==> config.mk <==
export PLATFORM = sky130hd
export DESIGN_NAME = tl_conflict_monitor
export DESIGN_NICKNAME = d
export VERILOG_FILES = /design/src/rtl/tl_conflict_monitor.sv
export SDC_FILE = /design/constraint.sdc
export NUM_CORES = 1
export LEC_CHECK = 0
export CORE_MARGIN = 2
export CORE_UTILIZATION = 50
export CTS_CLUSTER_DIAMETER = 100
export DETAILED_ROUTE_END_ITERATION = 7
export GPL_ROUTABILITY_DRIVEN = 1
export PLACE_DENSITY = 0.72
export SLEW_MARGIN = 5
export SYNTH_ARGS = -nofsm -noshare
export SYNTH_HDL_FRONTEND = slang
export SYNTH_SLANG_ARGS = --single-unit
==> constraint.sdc <==
create_clock -name clk -period 4.5 [get_ports clk]
set_input_delay 1.35 -clock clk [delete_from_list [all_inputs] [get_ports clk]]
set_output_delay 1.35 -clock clk [all_outputs]
set_load 0.05 [all_outputs]
==> src/rtl/tl_conflict_monitor.sv <==
// tl_conflict_monitor
//   Independent safety checker for the 4-lane traffic light lamp drive.
//   Watches the four one-hot lamp vectors and latches the first violation:
//     1 illegal encoding, 2 conflicting non-red lanes, 3 illegal transition,
//     4 yellow timing, 5 all-red gap too short, 6 green timing.
//   A latched fault raises flash_req for the intersection fail-safe.
//   One clk cycle = one 100 ms controller tick.
// Ports:
//   clk          10 Hz tick clock
//   arstN        asynchronous active-low reset
//   tl_sig_arr   lamp vectors, [0]=lane A .. [3]=lane D (000 off,001 G,010 Y,100 R)
//   clr          synchronous clear of the latched fault; also disarms
//   armed        monitor has seen all four lanes red and is checking
//   fault        sticky fault flag
//   fault_code   first violation code (0 = none)
//   fault_lane   lane associated with fault_code
//   flash_req    all-red flash request (same as fault)
//   served_pulse one-cycle pulse on a legal G->Y
//   served_lane  lane of the last served_pulse (held between pulses)
module tl_conflict_monitor #(
  parameter int unsigned YEL_TICKS     = 30,
  parameter int unsigned ALLRED_TICKS  = 30,
  parameter int unsigned GRN_MIN_TICKS = 1,
  parameter int unsigned GRN_MAX_TICKS = 300,
  parameter int unsigned CNT_W         = 9
) (
  input  logic       clk,
  input  logic       arstN,
  input  logic [2:0] tl_sig_arr [4],
  input  logic       clr,
  output logic       armed,
  output logic       fault,
  output logic [2:0] fault_code,
  output logic [1:0] fault_lane,
  output logic       flash_req,
  output logic       served_pulse,
  output logic [1:0] served_lane
);

  localparam logic [2:0] L_OFF = 3'b000;
  localparam logic [2:0] L_G   = 3'b001;
  localparam logic [2:0] L_Y   = 3'b010;
  localparam logic [2:0] L_R   = 3'b100;

  localparam logic [CNT_W-1:0] YEL_C  = CNT_W'(YEL_TICKS);
  localparam logic [CNT_W-1:0] AR_C   = CNT_W'(ALLRED_TICKS);
  localparam logic [CNT_W-1:0] GMIN_C = CNT_W'(GRN_MIN_TICKS);
  localparam logic [CNT_W-1:0] GMAX_C = CNT_W'(GRN_MAX_TICKS);

  typedef enum logic [1:0] {
    S_IDLE,
    S_ARMED,
    S_FAULT
  } state_t;

  state_t           state_q, state_d;
  logic [2:0]       prev_q [4];
  logic [CNT_W-1:0] gy_cnt_q, gy_cnt_d;
  logic [CNT_W-1:0] ar_cnt_q, ar_cnt_d;
  logic [2:0]       code_q, code_d;
  logic [1:0]       lane_q, lane_d;
  logic             sp_q, sp_d;
  logic [1:0]       sl_q, sl_d;

  logic             any_lit, all_r, gy_any;
  logic [2:0]       gy_n;
  logic [1:0]       act_lane;
  logic [3:0]       viol [1:6];
  logic [6:1]       en;
  logic [3:0]       serve;
  logic             hit;
  logic [2:0]       hit_code;
  logic [1:0]       hit_lane;

  function automatic logic [1:0] lowest_lane(input logic [3:0] v);
    logic [1:0] r;
    logic       f;
    r = '0;
    f = 1'b0;
    for (int unsigned i = 0; i < 4; i++) begin
      if (v[i] && !f) begin
        r = 2'(i);
        f = 1'b1;
      end
    end
    return r;
  endfunction

  // Per-lane violation detection
  always_comb begin
    any_lit  = 1'b0;
    all_r    = 1'b1;
    gy_any   = 1'b0;
    gy_n     = '0;
    act_lane = '0;
    serve    = '0;
    for (int unsigned c = 1; c <= 6; c++) viol[c] = '0;

    for (int unsigned i = 0; i < 4; i++) begin
      if (tl_sig_arr[i] != L_OFF) any_lit = 1'b1;
      if (tl_sig_arr[i] != L_R) all_r = 1'b0;
      if (tl_sig_arr[i] == L_G || tl_sig_arr[i] == L_Y) begin
        if (!gy_any) act_lane = 2'(i);
        gy_any = 1'b1;
        gy_n   = gy_n + 3'd1;
      end
    end

    for (int unsigned i = 0; i < 4; i++) begin
      logic [2:0] cur, prv;
      cur = tl_sig_arr[i];
      prv = prev_q[i];
      viol[1][i] = !(cur inside {L_OFF, L_G, L_Y, L_R}) || (cur == L_OFF && any_lit);
      viol[2][i] = (gy_n > 3'd1) && (cur == L_G || cur == L_Y);
      viol[3][i] = !((cur == prv) ||
                     (prv == L_R && cur == L_G) ||
                     (prv == L_G && cur == L_Y) ||
                     (prv == L_Y && cur == L_R));
      // gy_cnt_q == YEL_C while still yellow means this sample is YEL+1
      viol[4][i] = (prv == L_Y) &&
                   ((cur == L_R && gy_cnt_q != YEL_C) ||
                    (cur == L_Y && gy_cnt_q >= YEL_C));
      viol[5][i] = (prv == L_R) && (cur == L_G) && (ar_cnt_q < AR_C);
      viol[6][i] = (prv == L_G) &&
                   ((cur == L_Y && gy_cnt_q < GMIN_C) ||
                    (cur == L_G && gy_cnt_q >= GMAX_C));
      serve[i]   = (prv == L_G) && (cur == L_Y);
    end
  end

  // Lowest code wins, then lowest lane within that code
  always_comb begin
    en[1]    = (state_q != S_FAULT);
    en[6:2]  = {5{state_q == S_ARMED}};
    hit      = 1'b0;
    hit_code = '0;
    hit_lane = '0;
    for (int unsigned c = 1; c <= 6; c++) begin
      if (!hit && en[c] && (|viol[c])) begin
        hit      = 1'b1;
        hit_code = 3'(c);
        hit_lane = lowest_lane(viol[c]);
      end
    end
  end

  // Next state, fault latch, served pulse
  always_comb begin
    state_d = state_q;
    code_d  = code_q;
    lane_d  = lane_q;
    sp_d    = 1'b0;
    sl_d    = sl_q;
    if (clr) begin
      state_d = S_IDLE;
      code_d  = '0;
      lane_d  = '0;
    end else begin
      unique case (state_q)
        S_IDLE: begin
          if (hit) begin
            state_d = S_FAULT;
            code_d  = hit_code;
            lane_d  = hit_lane;
          end else if (all_r) begin
            state_d = S_ARMED;
          end
        end
        S_ARMED: begin
          if (hit) begin
            state_d = S_FAULT;
            code_d  = hit_code;
            lane_d  = hit_lane;
          end else if (|serve) begin
            sp_d = 1'b1;
            sl_d = lowest_lane(serve);
          end
        end
        S_FAULT: ;
        default: state_d = S_IDLE;
      endcase
    end
  end

  // Duration counters run in every state so timing is valid the moment we arm
  always_comb begin
    if (!gy_any)
      gy_cnt_d = '0;
    else if (tl_sig_arr[act_lane] != prev_q[act_lane])
      gy_cnt_d = CNT_W'(1);
    else if (gy_cnt_q == '1)
      gy_cnt_d = gy_cnt_q;
    else
      gy_cnt_d = gy_cnt_q + CNT_W'(1);

    if (!all_r)
      ar_cnt_d = '0;
    else if (ar_cnt_q == '1)
      ar_cnt_d = ar_cnt_q;
    else
      ar_cnt_d = ar_cnt_q + CNT_W'(1);
  end

  always_ff @(posedge clk or negedge arstN) begin
    if (!arstN) begin
      state_q  <= S_IDLE;
      for (int unsigned i = 0; i < 4; i++) prev_q[i] <= '0;
      gy_cnt_q <= '0;
      ar_cnt_q <= '0;
      code_q   <= '0;
      lane_q   <= '0;
      sp_q     <= 1'b0;
      sl_q     <= '0;
    end else begin
      state_q  <= state_d;
      for (int unsigned i = 0; i < 4; i++) prev_q[i] <= tl_sig_arr[i];
      gy_cnt_q <= gy_cnt_d;
      ar_cnt_q <= ar_cnt_d;
      code_q   <= code_d;
      lane_q   <= lane_d;
      sp_q     <= sp_d;
      sl_q     <= sl_d;
    end
  end

  assign armed        = (state_q == S_ARMED);
  assign fault        = (state_q == S_FAULT);
  assign flash_req    = (state_q == S_FAULT);
  assign fault_code   = code_q;
  assign fault_lane   = lane_q;
  assign served_pulse = sp_q;
  assign served_lane  = sl_q;

endmodule

==> results.py, run 1 <==
metrics = {
    "outcome": {
        "status": "complete, no violations",
    },
    "die": {
        "dieArea_mm2": 0.00697,
        "core_area_mm2": 0.00603,
        "die_h_um": 83.5,
        "ios": 26,
        "fp-row-count": 28,
        "start_util": 0.524,
        "die_w_um": 83.5,
    },
    "clock_tree": {
        "clkSlewWorstSetupHoldPaths_ps": 80,
        "clk_latency_ps": 300,
        "htree_levels": 2,
        "cts.sinks": 40,
        "holdBufCountCts": 0,
        "cts-root-buf": "clkbuf_8",
        "cts_buffer_depth": 2,
        "cts_made_buffers": 5,
        "cts_tree": "done",
    },
    "worst_setup_path": {
        "cp-endpoint": "fault_lane[1]",
        "critical_path.most_common_cell": "ha_4",
        "path_depth": 13,
        "worst_r2r_path_depth": 8,
        "cp_cell_sequence": "buf_4, nand2b_4, a21oi_4, inv_2, ha_4, xnor2_4, ha_4, or3_4, o221a_1, a31o_4, or4_4, or3_1, a32o_1",
        "path_buf_inv": 2,
        "reg2reg_slack_ps": 1110,
        "slowest_delay_ps": 550,
        "cp.required_ps": 4700,
        "cp.arrival_ps": 4600,
        "timing.rr.end": "fault_lane[0]",
        "rr_startpoint": "gy_cnt_q[5]",
        "path_max_fanout": 5,
        "worstSetupPathType": "input port to flop",
        "worst_setup_path_start_kind": "input port",
        "critical-path-top-delay-family": "simple AND/OR/NAND/NOR gates",
        "slowest_stage": "or4_4",
        "end_kind": "flop",
        "startpoint": "tl_sig_arr[7]",
    },
    "global_routing": {
        "grt_pass1_wl_um": 14500,
        "grt_pass1_vias": 3096,
        "antenna_found_initial": 0,
        "grt_overflow": 0,
        "grt_use_total": 0.253,
        "grt_max_degree": 41,
    },
    "synthesis": {
        "synth_top_cell_area_share": 0.317,
        "synth_nets": 401,
        "synth_area_mm2": 0.00316,
        "synth_warnings": 0,
        "syn_avg_cell_area_um2": 8.38,
        "netlist_instances": 377,
        "ys.flop_type": "dfrtp_1",
        "synthTopCellsByArea": "dfrtp_1 (32%), xnor2_1 (5.0%), nor2_1 (4.9%)",
        "synthArstFlopShare": 1.00,
        "seq_area_frac_synth": 0.317,
        "ys_ff_latch": 40,
        "synth.distinct_cells": 66,
        "yosys.area.top_type": "dfrtp_1",
        "synth_enable_flop_cells": 0,
    },
    "place": {
        "dp_slack_ps": -648,
        "io_buffers": 25,
        "dpl_cell_area_mm2": 0.00379,
        "place_hpwl_um": 6630,
        "dp_cells": 500,
        "routabilityCongestion": 0.968,
    },
    "timing": {
        "clock_skew_ps": 5.61,
        "fin_ws_ps": 98.0,
        "period_minus_slack_ps": 4400,
        "min_period_over_period": 0.978,
        "fmax_ghz": 0.227,
        "slew_headroom": 0.407,
        "slew_violations": 0,
        "finalHoldViolCount": 0,
        "rsz0062_at_grt": "false",
        "worst_pin_slew_ps": 890,
        "setup_viol": 0,
    },
    "route": {
        "viasPerCell": 6.09,
        "totalWireLength_um": 8680,
        "dr.first_iter.drc_count": 187,
        "drtPass1Iterations": 4,
        "vias": 3114,
        "wl_per_cell_um": 17.0,
        "drc_errors": 0,
        "ant_nets": 0,
    },
    "final_layout": {
        "final_area_mm2": 0.00395,
        "fin_nets": 459,
        "final_layout_size_suffix_gt1_frac": 0.197,
        "layout_common_cells": "buf_4 (44), dfrtp_1 (40), nor2_1 (39)",
        "instances_no_fill": 511,
        "syn_to_final_growth_pct": 25.0,
        "final_common_cell": "buf_4",
        "n_antenna_cell": 0,
    },
    "power": {
        "peakVddDrop_v": 0.000138,
        "powerDensity_mw_per_mm2": 233,
        "leakagePower_uw": 0.00162,
    },
    "flow_run": {
        "maxCapViolations": 0,
    },
    "min_path": {
        "hp-class": "flop to flop",
    },
}
synthesized netlist by cell type, types with 3 or more instances:
| library cell | count |
|---|---|
| a211oi_1 | 4 |
| a21boi_0 | 3 |
| a21oi_1 | 17 |
| a221oi_1 | 3 |
| a22oi_1 | 5 |
| and3_1 | 3 |
| clkbuf_1 | 16 |
| dfrtp_1 | 40 |
| ha_1 | 9 |
| inv_1 | 8 |
| mux2i_1 | 5 |
| nand2_1 | 33 |
| nand2b_1 | 10 |
| nand3_1 | 18 |
| nand3b_1 | 5 |
| nor2_1 | 41 |
| nor2b_1 | 5 |
| nor3_1 | 10 |
| nor3b_1 | 6 |
| nor4_1 | 3 |
| nor4b_1 | 4 |
| nor4bb_1 | 8 |
| o211ai_1 | 4 |
| o21a_1 | 4 |
| o21ai_0 | 16 |
| o2bb2ai_1 | 3 |
| or2_2 | 6 |
| or3_1 | 6 |
| xnor2_1 | 18 |
| xor2_1 | 14 |
layer usage:
metal	global-route usage	part of all wire	vias up
li1	-	-	1501
met5	0	0	-
met4	0.103	0.029	0
met2	0.443	0.49	76
met3	0.0406	0.037	22
met1	0.311	0.45	1515
layout make-up:
cell class / count / area, um^2
clock buffers: 5 / 68.8
clock inverters: 3 / 23.8
fillers: 531 / 2080
inverters: 8 / 30.0
multi-input cells: 312 / 2180
flip-flops and latches: 40 / 1000
well taps: 75 / 93.8
repair buffers: 68 / 548
stage by stage:
| stage | total power, uW | setup TNS, ps | utilization | hold slack [ps] |
|---|---|---|---|---|
| finish | 920 | 0 | 0.655 | 492 |
| global route | 964 | 0 | 0.655 | 508 |
| CTS | 920 | 0 | 0.654 | 498 |
| floorplan | 557 | -295 | - | 497 |
| detailed placement | 652 | -5140 | 0.628 | 477 |
| global placement | 645 | -4090 | 0.628 | 472 |
worst min path at each step:
stage | from | endpoint | slack (ps) | cells past startpoint
2_1_floorplan | ar_cnt_q[4] | ar_cnt_q[4] | 500 | 2
3_3_place_gp | fault_code[1] | fault_code[1] | 470 | 1
3_5_place_dp | fault_code[1] | fault_code[1] | 480 | 1
4_1_cts | fault_code[1] | fault_code[1] | 500 | 1
5_1_grt | fault_code[1] | fault_code[1] | 510 | 1
6_report | fault_code[1] | fault_code[1] | 490 | 1
sequential cells by signal (all words and copies together) (netlist names):
name	cells
prev_q	12
fault_lane	2
ar_cnt_q	9
gy_cnt_q	9
served_lane	2
served_pulse	1
fault_code	3
state_q	2
logic make-up (layout without fill, tap and decap cells):
kind of cell | Yosys count | count (layout) | share of synthesized area
AOI/OAI and AO/OA | 86 | 86 | 0.189
adders and majority gates | 10 | 10 | 0.0388
xor gates and xnor gates | 32 | 32 | 0.0887
muxes | 7 | 7 | 0.0230
and+or+nand+nor | 177 | 177 | 0.313
buffers and inverters | 25 | 84 | 0.0309
DFF | 40 | 40 | 0.317
report_power, final:
part           internal, uW  switching [uW]  total [uW]  leakage, uW
Combinational           128             152         280      0.00106
Clock                   110             143         253    0.0000404
Sequential              371            15.8         387     0.000525
Total                   609             311         920      0.00162
what timing repair did:
item	in CTS	in global routing
buffers inserted	2	1
setup endpoints to repair	10	5
gates cloned	0	0
gates resized for setup	21	11
pin swaps	10	10
No activity file was read; power rests on OpenSTA's default activity.
==> inputs of run 2 (changes only) <==
--- a/config.mk
+++ b/config.mk
@@ -7,9 +7,9 @@
 export LEC_CHECK = 0
 export CORE_MARGIN = 2
-export CORE_UTILIZATION = 50
+export CORE_UTILIZATION = 45
 export CTS_CLUSTER_DIAMETER = 100
 export DETAILED_ROUTE_END_ITERATION = 7
 export GPL_ROUTABILITY_DRIVEN = 1
-export PLACE_DENSITY = 0.72
+export PLACE_DENSITY = 0.69
 export SLEW_MARGIN = 5
 export SYNTH_ARGS = -nofsm -noshare
==> constraint.sdc (replaced) <==
create_clock -name clk -period 3.78 [get_ports clk]
set_input_delay 1.134 -clock clk [delete_from_list [all_inputs] [get_ports clk]]
set_output_delay 1.134 -clock clk [all_outputs]
set_load 0.01 [all_outputs]
==> results.py, run 2 (same netlist as run 1, synthesis figures left out) <==
metrics = {
    "outcome": {
        "status": "finished, violations left",
        "failed_checks": "negative setup slack",
    },
    "place": {
        "io_buffers": 25,
        "dp_slack_ps": -1190,
        "place_hpwl_um": 6680,
        "routabilityCongestion": 0.942,
    },
    "final_layout": {
        "multi_input_area_mm2": 0.00222,
        "n_antenna_cell": 0,
        "final_layout_size_suffix_gt1_frac": 0.272,
        "top_register": "prev_q",
        "syn_to_final_growth_pct": 36.9,
        "final_common_cell": "buf_4",
        "fin_nets": 494,
        "layout_common_cells": "buf_4 (76), dfrtp_1 (40), nor2_1 (39)",
        "fill_cells": 579,
        "top_regs": "prev_q: 12 flops, ar_cnt_q: 9 flops, gy_cnt_q: 9 flops",
        "largest_reg_flops": 12,
        "seq_area_mm2": 0.00100,
    },
    "min_path": {
        "hold_start": "fault_code[1]",
        "min_to": "fault_code[1]",
        "whs_path_depth": 1,
        "hp-class": "flop to flop",
    },
    "worst_setup_path": {
        "cp.required_ps": 3980,
        "worst_r2r_path_depth": 8,
        "timing.rr.end": "fault_lane[0]",
        "reg2reg_slack_ps": 520,
        "cp_cell_sequence": "buf_8, nand2b_4, a21oi_4, inv_2, ha_4, xnor2_4, ha_4, or4b_4, o221a_1, a31o_4, or2_1, a221o_1, a21oi_2, mux2_4",
        "worstSetupPathType": "input port to flop",
        "slowest_stage": "or4b_4",
        "critical_path.most_common_cell": "ha_4",
        "cp.arrival_ps": 4280,
        "worst_setup_path_start_kind": "input port",
        "end_kind": "flop",
        "slowest_delay_ps": 460,
        "rr_startpoint": "gy_cnt_q[5]",
        "path_max_fanout": 5,
    },
    "timing": {
        "fmax_ghz": 0.245,
        "rsz0062_at_grt": "true",
        "min_period_over_period": 1.08,
        "holdWs_ps": 511,
        "period_minus_slack_ps": 4080,
        "clock_skew_ps": 9.90,
        "fin_ws_ps": -302,
        "finalHoldViolCount": 0,
        "slew_headroom": 0.403,
        "setup_viol": 9,
        "worst_pin_slew_ps": 895,
        "slew_violations": 0,
    },
    "clock_tree": {
        "holdBufCountCts": 0,
        "cts_made_buffers": 5,
        "cts.sinks": 40,
        "cts_buffer_depth": 2,
        "cts-root-buf": "clkbuf_8",
        "clkSlewWorstSetupHoldPaths_ps": 90,
        "cts_tree": "done",
        "clk_latency_ps": 310,
        "htree_levels": 2,
    },
    "global_routing": {
        "grt_max_degree": 41,
        "grt_use_total": 0.238,
        "antenna_found_initial": 0,
        "grt_pass1_vias": 2981,
        "grt_overflow": 0,
        "grt_pass1_wl_um": 14300,
    },
    "die": {
        "die_w_um": 87.8,
        "dieArea_mm2": 0.00770,
        "ios": 26,
        "start_util": 0.465,
        "core_area_mm2": 0.00679,
        "die_h_um": 87.8,
        "fp-row-count": 30,
    },
    "route": {
        "drc_errors": 0,
        "wl_met3_um": 435,
        "wl_met2_um": 4240,
        "wl_per_cell_um": 15.5,
        "top_layer_used": "met4",
        "wl_met1_um": 3860,
        "dr.first_iter.drc_count": 239,
        "viasPerCell": 5.67,
        "drtPass1Iterations": 4,
        "totalWireLength_um": 8770,
        "vias": 3215,
        "ant_nets": 0,
    },
    "power": {
        "peakVddDrop_v": 0.000155,
        "leakagePower_uw": 0.00183,
        "powerDensity_mw_per_mm2": 270,
    },
    "flow_run": {
        "maxCapViolations": 0,
    },
}
[run 2: cell count changes in the layout (fill, tap and decap cells not counted), sizes merged]
cell           delta
buf              +37
clkbuf            -2
bufinv            +1
clkdlybuf4s15     +1
clkinv            -1
clkinvlp          -1
dlymetal6s2s      -1
inv               +1
[run 2: area by class of cell]
cell class,count,area share
Tap cell,96,0.0278
Timing Repair Buffer,103,0.193
Multi-Input combinational cell,312,0.514
Inverter,8,0.00694
Clock inverter,3,0.0107
Sequential cell,40,0.231
Clock buffer,5,0.0159
[run 2: how the worst max path moves through the flow]
stage,end,start,slack (ps)
after CTS,fault_lane[0],tl_sig_arr[6],-370
final,fault_lane[0],tl_sig_arr[7],-300
after detailed placement,fault_lane[1],tl_sig_arr[10],-1190
after floorplan,fault_lane[0],tl_sig_arr[7],-680
after global routing,fault_lane[0],tl_sig_arr[7],-380
after global placement,fault_lane[1],tl_sig_arr[10],-1080
[run 2: what timing repair did]
item | CTS | global route
gates resized for setup | 43 | 8
buffers inserted | 5 | 0
pin swaps | 17 | 9
cloned | 0 | 0
endpoints found under the setup margin | 10 | 10
[run 2: layer usage]
metal,vias up,track usage
met5,-,0
met4,0,0.0783
met3,20,0.0452
met2,88,0.395
met1,1534,0.314
li1,1573,-
[run 2: through the flow]
step	util	cells	setup TNS, ps	instance area [um^2]	power, uW
after floorplan	-	377	-4260	3270	642
after global placement	0.599	554	-9660	4070	765
after detailed placement	0.599	554	-10710	4070	773
after CTS	0.630	567	-2110	4280	1150
after global routing	0.636	567	-2510	4320	1220
final	0.636	567	-1620	4320	1170
[run 2: critical path, delay by kind of cell]
family                   cells  cell delay [ps]
AO/OA/AOI/OAI                5             1280
XOR/XNOR                     1              120
adder cells (fa/ha/maj)      2              450
buffers and inverters        2              160
multiplexers                 1              310
AND/OR/NAND/NOR              3              820
[run 2: report_power, final]
part / switching [uW] / internal, uW / total (uW)
clock: 173 / 199 / 372
sequential: 18.3 / 442 / 460
combinational: 166 / 170 / 336
